`src/rtl/seg_arbiter.sv`:
```
// seg_arbiter: two-requester ownership arbiter for an eight-digit, active-low
// seven-segment display. The owner keeps the display for at least HOLD_CYCLES
// cycles unless it releases early; the registered segment path shows the
// current owner's hex value with per-digit blanking.
module seg_arbiter #(
    parameter int HOLD_CYCLES = 1000
) (
    input  logic        clk,
    input  logic        resetn,
    input  logic        req0,
    input  logic        req1,
    input  logic [31:0] val0,
    input  logic [31:0] val1,
    input  logic [7:0]  en0,
    input  logic [7:0]  en1,
    output logic        gnt0,
    output logic        gnt1,
    output logic [7:0]  seg0,
    output logic [7:0]  seg1,
    output logic [7:0]  seg2,
    output logic [7:0]  seg3,
    output logic [7:0]  seg4,
    output logic [7:0]  seg5,
    output logic [7:0]  seg6,
    output logic [7:0]  seg7
);

    localparam int                CNT_W   = (HOLD_CYCLES < 1) ? 1 : $clog2(HOLD_CYCLES + 1);
    localparam logic [CNT_W-1:0] CNT_MAX = CNT_W'(HOLD_CYCLES - 1);

    typedef enum logic [1:0] {
        ST_IDLE = 2'd0,
        ST_OWN0 = 2'd1,
        ST_OWN1 = 2'd2
    } state_t;

    state_t              r_state;
    state_t              w_next;
    logic [CNT_W-1:0]    r_cnt;
    logic                r_last;
    logic                r_gnt0;
    logic                r_gnt1;
    logic [7:0][7:0]     r_seg;
    logic                w_sat;
    logic [31:0]         w_val;
    logic [7:0]          w_en;

    // Hex nibble to active-low segments (bit0..6 = a..g, dp kept off).
    function automatic logic [7:0] hex_to_seg(input logic [3:0] nib);
        logic [7:0] s;
        case (nib)
            4'h0:    s = 8'hC0;
            4'h1:    s = 8'hF9;
            4'h2:    s = 8'hA4;
            4'h3:    s = 8'hB0;
            4'h4:    s = 8'h99;
            4'h5:    s = 8'h92;
            4'h6:    s = 8'h82;
            4'h7:    s = 8'hF8;
            4'h8:    s = 8'h80;
            4'h9:    s = 8'h90;
            4'hA:    s = 8'h88;
            4'hB:    s = 8'h83;
            4'hC:    s = 8'hC6;
            4'hD:    s = 8'hA1;
            4'hE:    s = 8'h86;
            4'hF:    s = 8'h8E;
            default: s = 8'hFF;
        endcase
        return s;
    endfunction

    // Next-state arbitration: release beats hold, hold expiry yields to the other requester.
    always_comb begin
        w_next = r_state;
        w_sat  = (r_cnt == CNT_MAX);
        case (r_state)
            ST_IDLE: begin
                if (req0 && req1) begin
                    w_next = r_last ? ST_OWN0 : ST_OWN1;
                end else if (req0) begin
                    w_next = ST_OWN0;
                end else if (req1) begin
                    w_next = ST_OWN1;
                end else begin
                    w_next = ST_IDLE;
                end
            end
            ST_OWN0: begin
                if (!req0) begin
                    w_next = req1 ? ST_OWN1 : ST_IDLE;
                end else if (w_sat && req1) begin
                    w_next = ST_OWN1;
                end else begin
                    w_next = ST_OWN0;
                end
            end
            ST_OWN1: begin
                if (!req1) begin
                    w_next = req0 ? ST_OWN0 : ST_IDLE;
                end else if (w_sat && req0) begin
                    w_next = ST_OWN0;
                end else begin
                    w_next = ST_OWN1;
                end
            end
            default: begin
                w_next = ST_IDLE;
            end
        endcase
    end

    // State, grant, hold counter and last-served pointer; counter restarts on every new ownership.
    always_ff @(posedge clk or negedge resetn) begin
        if (!resetn) begin
            r_state <= ST_IDLE;
            r_cnt   <= {CNT_W{1'b0}};
            r_last  <= 1'b1;
            r_gnt0  <= 1'b0;
            r_gnt1  <= 1'b0;
        end else begin
            r_state <= w_next;
            r_gnt0  <= (w_next == ST_OWN0);
            r_gnt1  <= (w_next == ST_OWN1);
            if ((w_next != r_state) && (w_next != ST_IDLE)) begin
                r_cnt  <= {CNT_W{1'b0}};
                r_last <= (w_next == ST_OWN1);
            end else if ((w_next == r_state) && (r_state != ST_IDLE) && !w_sat) begin
                r_cnt  <= r_cnt + 1'b1;
            end else begin
                r_cnt  <= r_cnt;
            end
        end
    end

    // Select the display source from the owner before the edge; no owner means all digits blank.
    always_comb begin
        w_val = 32'h0000_0000;
        w_en  = 8'h00;
        case (r_state)
            ST_OWN0: begin
                w_val = val0;
                w_en  = en0;
            end
            ST_OWN1: begin
                w_val = val1;
                w_en  = en1;
            end
            default: begin
                w_val = 32'h0000_0000;
                w_en  = 8'h00;
            end
        endcase
    end

    // Registered segment drivers: decoded nibble when the digit is enabled, otherwise dark.
    always_ff @(posedge clk or negedge resetn) begin
        if (!resetn) begin
            r_seg <= {8{8'hFF}};
        end else begin
            for (int i = 0; i < 8; i++) begin
                r_seg[i] <= w_en[i] ? hex_to_seg(w_val[4*i +: 4]) : 8'hFF;
            end
        end
    end

    assign gnt0 = r_gnt0;
    assign gnt1 = r_gnt1;
    assign seg0 = r_seg[0];
    assign seg1 = r_seg[1];
    assign seg2 = r_seg[2];
    assign seg3 = r_seg[3];
    assign seg4 = r_seg[4];
    assign seg5 = r_seg[5];
    assign seg6 = r_seg[6];
    assign seg7 = r_seg[7];

endmodule

```
`config.mk`:
```
export PLATFORM = sky130hd
export DESIGN_NAME = seg_arbiter
export DESIGN_NICKNAME = d
export VERILOG_FILES = /design/src/rtl/seg_arbiter.sv
export SDC_FILE = /design/constraint.sdc
export NUM_CORES = 1
export LEC_CHECK = 0
export CAP_MARGIN = 20
export CORE_MARGIN = 5
export CORE_UTILIZATION = 45
export DETAILED_ROUTE_END_ITERATION = 6
export GPL_ROUTABILITY_DRIVEN = 0
export PLACE_DENSITY = 0.82
export REMOVE_ABC_BUFFERS = 1
export SLEW_MARGIN = 20
export SYNTH_ARGS = -nofsm -noshare
export SYNTH_HDL_FRONTEND = slang
export SYNTH_SLANG_ARGS = --single-unit
```
`constraint.sdc`:
```
create_clock -name clk -period 6.3 [get_ports clk]
set_input_delay 1.26 -clock clk [delete_from_list [all_inputs] [get_ports clk]]
set_output_delay 1.26 -clock clk [all_outputs]
set_load 0.02 [all_outputs]
```
# Word-level counts from Yosys, hierarchy flattened
# Memories as Yosys holds them, arrays and structs flattened.
# Index checks and enable logic that the tools add are counted.
[op_classes] addsub=1 eq_ne=7 mux=22 n_reduce_logical=11
[ops] cell="8-bit two-way mux" n=8
[ops] cell="32-bit one-hot mux with 2 select lines" n=1
[ops] cell="10-bit two-way mux" n=2
[ops] cell="2-bit two-way mux" n=8
[ops] cell="8-bit one-hot mux with 2 select lines" n=1
[ops] cell="10-bit by 1-bit adder with 10-bit output (second input constant)" n=1
[ops] cell="10-bit == test (second input constant)" n=1
[ops] cell="1-bit logical AND" n=6
[ops] cell="2-bit one-hot mux with 3 select lines" n=1
[ops] cell="2-bit nonzero test" n=3
[ops] cell="2-bit by 1-bit == test with 1-bit output (second input constant)" n=2
[ops] cell="2-bit == test (second input constant)" n=2
[ops] cell="2-bit == test" n=1
[ops] cell="2-bit logical NOT" n=1
[ops] cell="2-bit inequality test" n=1
[ops] cell="1-bit logical NOT" n=1
[ops] cell="1-bit two-way mux" n=1
[word_totals] register_bits=79 romBits=896 in_bits=84 output_inout_bits=66 word_cells=62 memories=8
[mem_list] memory="(no name shown)" depth=16 word_bits=7 rd=1 rd_clocked_by_memory_dff=0 write_ports=0 line="51" text="case (nib)"
[mem_list] memory="(no name shown)" depth=16 word_bits=7 rd=1 rd_clocked_by_memory_dff=0 write_ports=0 line="51"
[mem_list] memory="(no name shown)" depth=16 word_bits=7 rd=1 rd_clocked_by_memory_dff=0 write_ports=0 line="51"
[mem_list] memory="(no name shown)" depth=16 word_bits=7 rd=1 rd_clocked_by_memory_dff=0 write_ports=0 line="51"
[mem_list] memory="(no name shown)" depth=16 word_bits=7 rd=1 rd_clocked_by_memory_dff=0 write_ports=0 line="51"
[mem_list] memory="(no name shown)" depth=16 word_bits=7 rd=1 rd_clocked_by_memory_dff=0 write_ports=0 line="51"
[mem_list] memory="2 more memories"

# Logic depth before layout (Yosys ltp)
[logic_depth] word_depth=10 depth_mapped=14 depth_no_buf=10

# Worst setup path before layout
# No wires, ideal clock.
[synth_path] path_type="flip-flop to flip-flop" start="register r_state[0]" end="register r_seg, in the netlist seg7[3]" setup_ns=0.101 arrival_time_ns=2.832 t_required_ns=6.199 path_slack_ns=3.366 stages_incl_launch_ff=13 path_buffers=4 period_less_slack_ns=2.934 cell_sequence="dfrtp_1 inv_1 ha_1 clkbuf_1 clkbuf_1 clkbuf_1 buf_1 a22oi_1 nand2b_1 ha_1 mux2_2 nand2_1 o311ai_0"
[synth_between] elab_chain_len=4 elab_cells_between_ends=6 cone_classes="2 x eq/ne; 3 x mux; 1 x memory"
[synth_lines] item="start, declared" line="37" text="state_t r_state;"
[synth_lines] item="start signal, assigned" line="122" text="r_state <= w_next;"
[synth_lines] item="2-bit == test / 2-bit by 1-bit == test with 1-bit output (equally long branches)" line="140" text="case (r_state)"
[synth_lines] item="32-bit one-hot mux with 2 select lines" line="140"
[synth_lines] item="memory read 16 x 7 bit"
[synth_lines] item="8-bit two-way mux *" line="162" text="r_seg[i] <= w_en[i] ? hex_to_seg(w_val[4*i +: 4]) : 8'hFF;"
[synth_lines] item="end signal, assigned" line="159" text="r_seg <= {8{8'hFF}};"
[synth_lines] item="end signal, assigned by index" line="162"
[synth_lines] item="end, declared" line="43" text="logic [7:0][7:0] r_seg;"
# Every way passes the cells marked *; elsewhere a longest branch is shown, timed or not.
# A chain may end at the register's enable or synchronous reset.

# Worst setup path after layout
[layout_path] start="input port req1" end="register r_cnt[8]"
[layout_between] elab_chain_len=8 elab_cells_between_ends=17 cone_classes="2 x eq/ne; 8 x mux; 7 x reduce/logical"
[layout_lines] item="start, declared" line="11" text="input logic req1,"
[layout_lines] item="2-bit two-way mux / 1-bit logical AND (equally long branches)" line="83, 91, 92"
[layout_lines] item="2-bit two-way mux (on tied branches)" line="81, 92"
[layout_lines] item="2-bit two-way mux (on tied branches)" line="79, 90"
[layout_lines] item="2-bit one-hot mux with 3 select lines *" line="77" text="case (r_state)"
[layout_lines] item="2-bit == test" line="128" text="end else if ((w_next == r_state) && (r_state != ST_IDLE) && !w_sat) begin"
[layout_lines] item="1-bit logical AND (2 in a row)" line="128"
[layout_lines] item="2-bit nonzero test (no source line)"
[layout_lines] item="end signal, assigned" line="126" text="r_cnt <= {CNT_W{1'b0}};"
[layout_lines] item="end signal, assigned" line="129" text="r_cnt <= r_cnt + 1'b1;"
[layout_lines] item="end signal, assigned" line="131" text="r_cnt <= r_cnt;"
[layout_lines] item="end, declared" line="39" text="logic [CNT_W-1:0] r_cnt;"
# Marks and branches as above.

==> reports/metrics.csv <==
stage;metric;value;unit
power_and_ir_drop;power share of the combinational group;0.582;
global_route;vias in the first global route;4881;
sta;final max-slew violation count;0;
floorplan;total core area;0.0113;mm^2
clock_tree;hold_buf cts;0;
power_and_ir_drop;Clock power frac;0.187;
worst_setup_path;reg-to-reg slack, setup;3.21;ns
logic_synthesis;FFs w/ async S/R, synth;1.00;
global_route;initial antenna violation count;0;
sta;TNS Setup;0;ns
sta;Fmax;298;MHz
logic_synthesis;Main synth FF type;dfstp_2;
logic_synthesis;Yosys reg bits;71;
logic_synthesis;share of Yosys cell area claimed by the top area cell type;0.292;
cells_and_area;synth-to-layout area growth;35.8;%
worst_setup_path;CP max FO;17;
clock_tree;root buffer cell;clkbuf_16;
cells_and_area;Util after Layout;0.618;
clock_tree;PostCTS Resize Cnt;0;
worst_setup_path;slowest CP cell;or3_1;
clock_tree;maximum clock path buffer count;2;
drt;initial drt markers;383;
sta;RSZ-0062 raised after global routing;false;
outcome;outcome;finished clean;
drt;drt first pass iters;5;
worst_setup_path;reg2reg start;r_state[0];
sta;Worst Skew;0.00488;ns
power_and_ir_drop;P_int;1700;uW
drt;DR vias;5049;
worst_setup_path;reg2reg end;r_cnt[8];
clock_tree;H-tree levels;3;
cells_and_area;Final Instance Area;0.00696;mm^2
cells_and_area;nets;838;
worst_setup_path;Worst Setup Start Kind;input port;
logic_synthesis;Post-synth top cells;nand2_1, dfstp_2, ha_1;
logic_synthesis;register area share after synthesis;0.360;
worst_setup_path;CP top delay family;simple AND/OR/NAND/NOR gates;
floorplan;row count;39;
worst_setup_path;CP endpoint kind;flop;
worst_setup_path;Reg2Reg Depth;8;
logic_synthesis;distinct cell type count after synthesis;54;
sta;final worst path period need;3.36;ns
hold_path;WHS Path Cells;2;
sta;measured slew at the worst slew-check pin;0.743;ns
sta;fin crit share;0.533;
place;number of port buffers;141;
power_and_ir_drop;Pwr Density;440;mW/mm^2
worst_setup_path;CP Cell Sequence;clkdlybuf4s50_1, nor2b_1, nand4_1, a41oi_1, or3_1, or4_1, a21oi_1;
global_route;Tot GR Track Use;0.204;
sta;Slew HR;0.505;
sta;Setup-failing EPs final;0;
floorplan;# IOs;150;
logic_synthesis;post-synth top area cell;dfstp_2;
hold_path;hold path start;r_cnt[9];
drt;WL final;14.1;mm
hold_path;Endpoint, Worst Hold;r_cnt[9];
clock_tree;Post-CTS Setup Bufs;0;
clock_tree;Num CTS Buffers;9;
worst_setup_path;critical path class;input port to flop;
logic_synthesis;Mapped Cells;572;
place;Post-DP HPWL;10.6;mm
power_and_ir_drop;Tot Pwr;3060;uW
power_and_ir_drop;Sw Ratio;0.445;
sta;Final Hold Viols;0;
logic_synthesis;Synth warnings;0;
drt;post-DR wirelength/cell;16.6;um
flow_run;# Max-Cap Violations;0;
clock_tree;TritonCTS Sinks;71;
logic_synthesis;top-count cell post-synth;nand2_1;
power_and_ir_drop;sequential power share;0.231;
cells_and_area;share of layout cells above drive strength 1;0.127;
cells_and_area;antenna diode count;0;
global_route;first-pass GRT wire length;22.7;mm
global_route;grt ovf;0;
floorplan;die height;117;um
clock_tree;clock slew at reported path FFs;0.06;ns
worst_setup_path;CP arrival;3.60;ns
global_route;largest net degree at the start of global routing;63;
power_and_ir_drop;Lkg Pwr;0.00287;uW
hold_path;Hold Crit Class;flop to flop;
place;dpl cell area;0.00661;mm^2
worst_setup_path;CP bufs+invs;1;
logic_synthesis;syn_area_per_cell;8.96;um^2
worst_setup_path;CP required;6.55;ns
logic_synthesis;Cell Area, Synth;0.00513;mm^2
power_and_ir_drop;Max VDD drop;0.339;mV
logic_synthesis;EDFF count, synth;0;
clock_tree;CTS tree;built;
worst_setup_path;CP peak stage delay;0.62;ns
drt;ANT nets after route;0;
floorplan;Initial Util;0.455;
drt;DRC violations left;0;
floorplan;DIE WIDTH;117;um
clock_tree;clk_lat worst skew;0.33;ns
power_and_ir_drop;P_sw;1360;uW
drt;Via density;5.95;
floorplan;die area;0.0136;mm^2
logic_synthesis;top area cells in the synthesized netlist;dfstp_2, ha_1, dfrtp_1;
-- per-stage QoR --
step | setup WS [ns] | instances | hold WS [ns]
detailed placement | 2.63 | 833 | 0.563
floorplan | 2.90 | 546 | 0.531
global route | 2.81 | 849 | 0.624
finish | 2.94 | 849 | 0.580
global placement | 2.77 | 833 | 0.552
CTS | 2.87 | 849 | 0.573
-- flip-flops by register name, summed over array words and instances (netlist names) --
| register | cells |
|---|---|
| seg0 | 7 |
| r_last | 1 |
| seg4 | 7 |
| seg7 | 7 |
| seg5 | 7 |
| seg2 | 7 |
| r_cnt | 10 |
| seg6 | 7 |
| seg1 | 7 |
| gnt0 | 1 |
| r_state | 2 |
| seg3 | 7 |
| gnt1 | 1 |
-- layout by cell type, fill, tap and decap left out, types with 8 or more instances in the layout --
master / Yosys / routed
dfrtp_1: 14 / 14
clkdlybuf4s50_1: 0 / 140
nand2_1: 81 / 81
a31oi_1: 15 / 15
nor3_1: 8 / 8
mux2i_1: 8 / 8
dfstp_2: 57 / 57
inv_1: 30 / 30
clkbuf_16: 0 / 10
a21oi_1: 37 / 37
o31ai_1: 9 / 9
conb_1: 1 / 8
nor2_1: 31 / 31
a22o_1: 33 / 33
nand2b_1: 9 / 9
ha_1: 53 / 50
a22oi_1: 25 / 25
nand3_1: 19 / 19
o21ai_0: 24 / 24
-- how the worst max path moves through the flow --
stage | cells past startpoint | from | to
5_1_grt | 7 | req1 | r_cnt[8]
3_5_place_dp | 7 | req1 | r_cnt[8]
6_report | 7 | req1 | r_cnt[8]
3_3_place_gp | 7 | req1 | r_cnt[8]
2_1_floorplan | 8 | r_state[1] | r_cnt[6]
4_1_cts | 8 | r_state[0] | r_cnt[8]
-- power groups by stage --
stage,Clock (uW),Combinational (uW),Sequential [uW]
2_1_floorplan,0,1010,860
3_3_place_gp,0,1670,712
3_5_place_dp,0,1750,715
4_1_cts,586,1760,710
5_1_grt,604,1960,723
6_report,572,1780,709
-- area by class of cell --
| class | count | area (um^2) |
|---|---|---|
| clock buffer | 11 | 264 |
| clock inverter | 5 | 77.6 |
| fill | 960 | 4310 |
| inverter | 30 | 113 |
| multi-input combinational | 445 | 3050 |
| sequential | 71 | 1850 |
| tap | 143 | 179 |
| timing repair buffer | 144 | 1430 |
-- worst reg2reg max path, delay by kind of cell, from the launching register on --
family,cells,cell delay (ns)
AOI/OAI and AO/OA,2,0.32
buffers and inverters,1,0.19
and+or+nand+nor,4,1.47
adders and majority gates,1,0.56
DFF,1,0.47
-- cells by family after synthesis --
kind of cell,count (synthesis),synth area share
flops,71,0.360
fa+ha+maj,53,0.129
mux,12,0.0244
buf+inv,63,0.0530
simple gates,179,0.161
xor+xnor,1,0.00171
other cells,1,0.000731
compound gates,192,0.270
-- routing by layer --
| metal | share of wire | global-route usage | vias up |
|---|---|---|---|
| li1 | - | - | 2367 |
| met1 | 0.40 | 0.243 | 2440 |
| met2 | 0.51 | 0.356 | 224 |
| met3 | 0.079 | 0.0544 | 18 |
| met4 | 0.014 | 0.0680 | 0 |
| met5 | 0 | 0 | - |
Power figures use the tool's default switching activity.
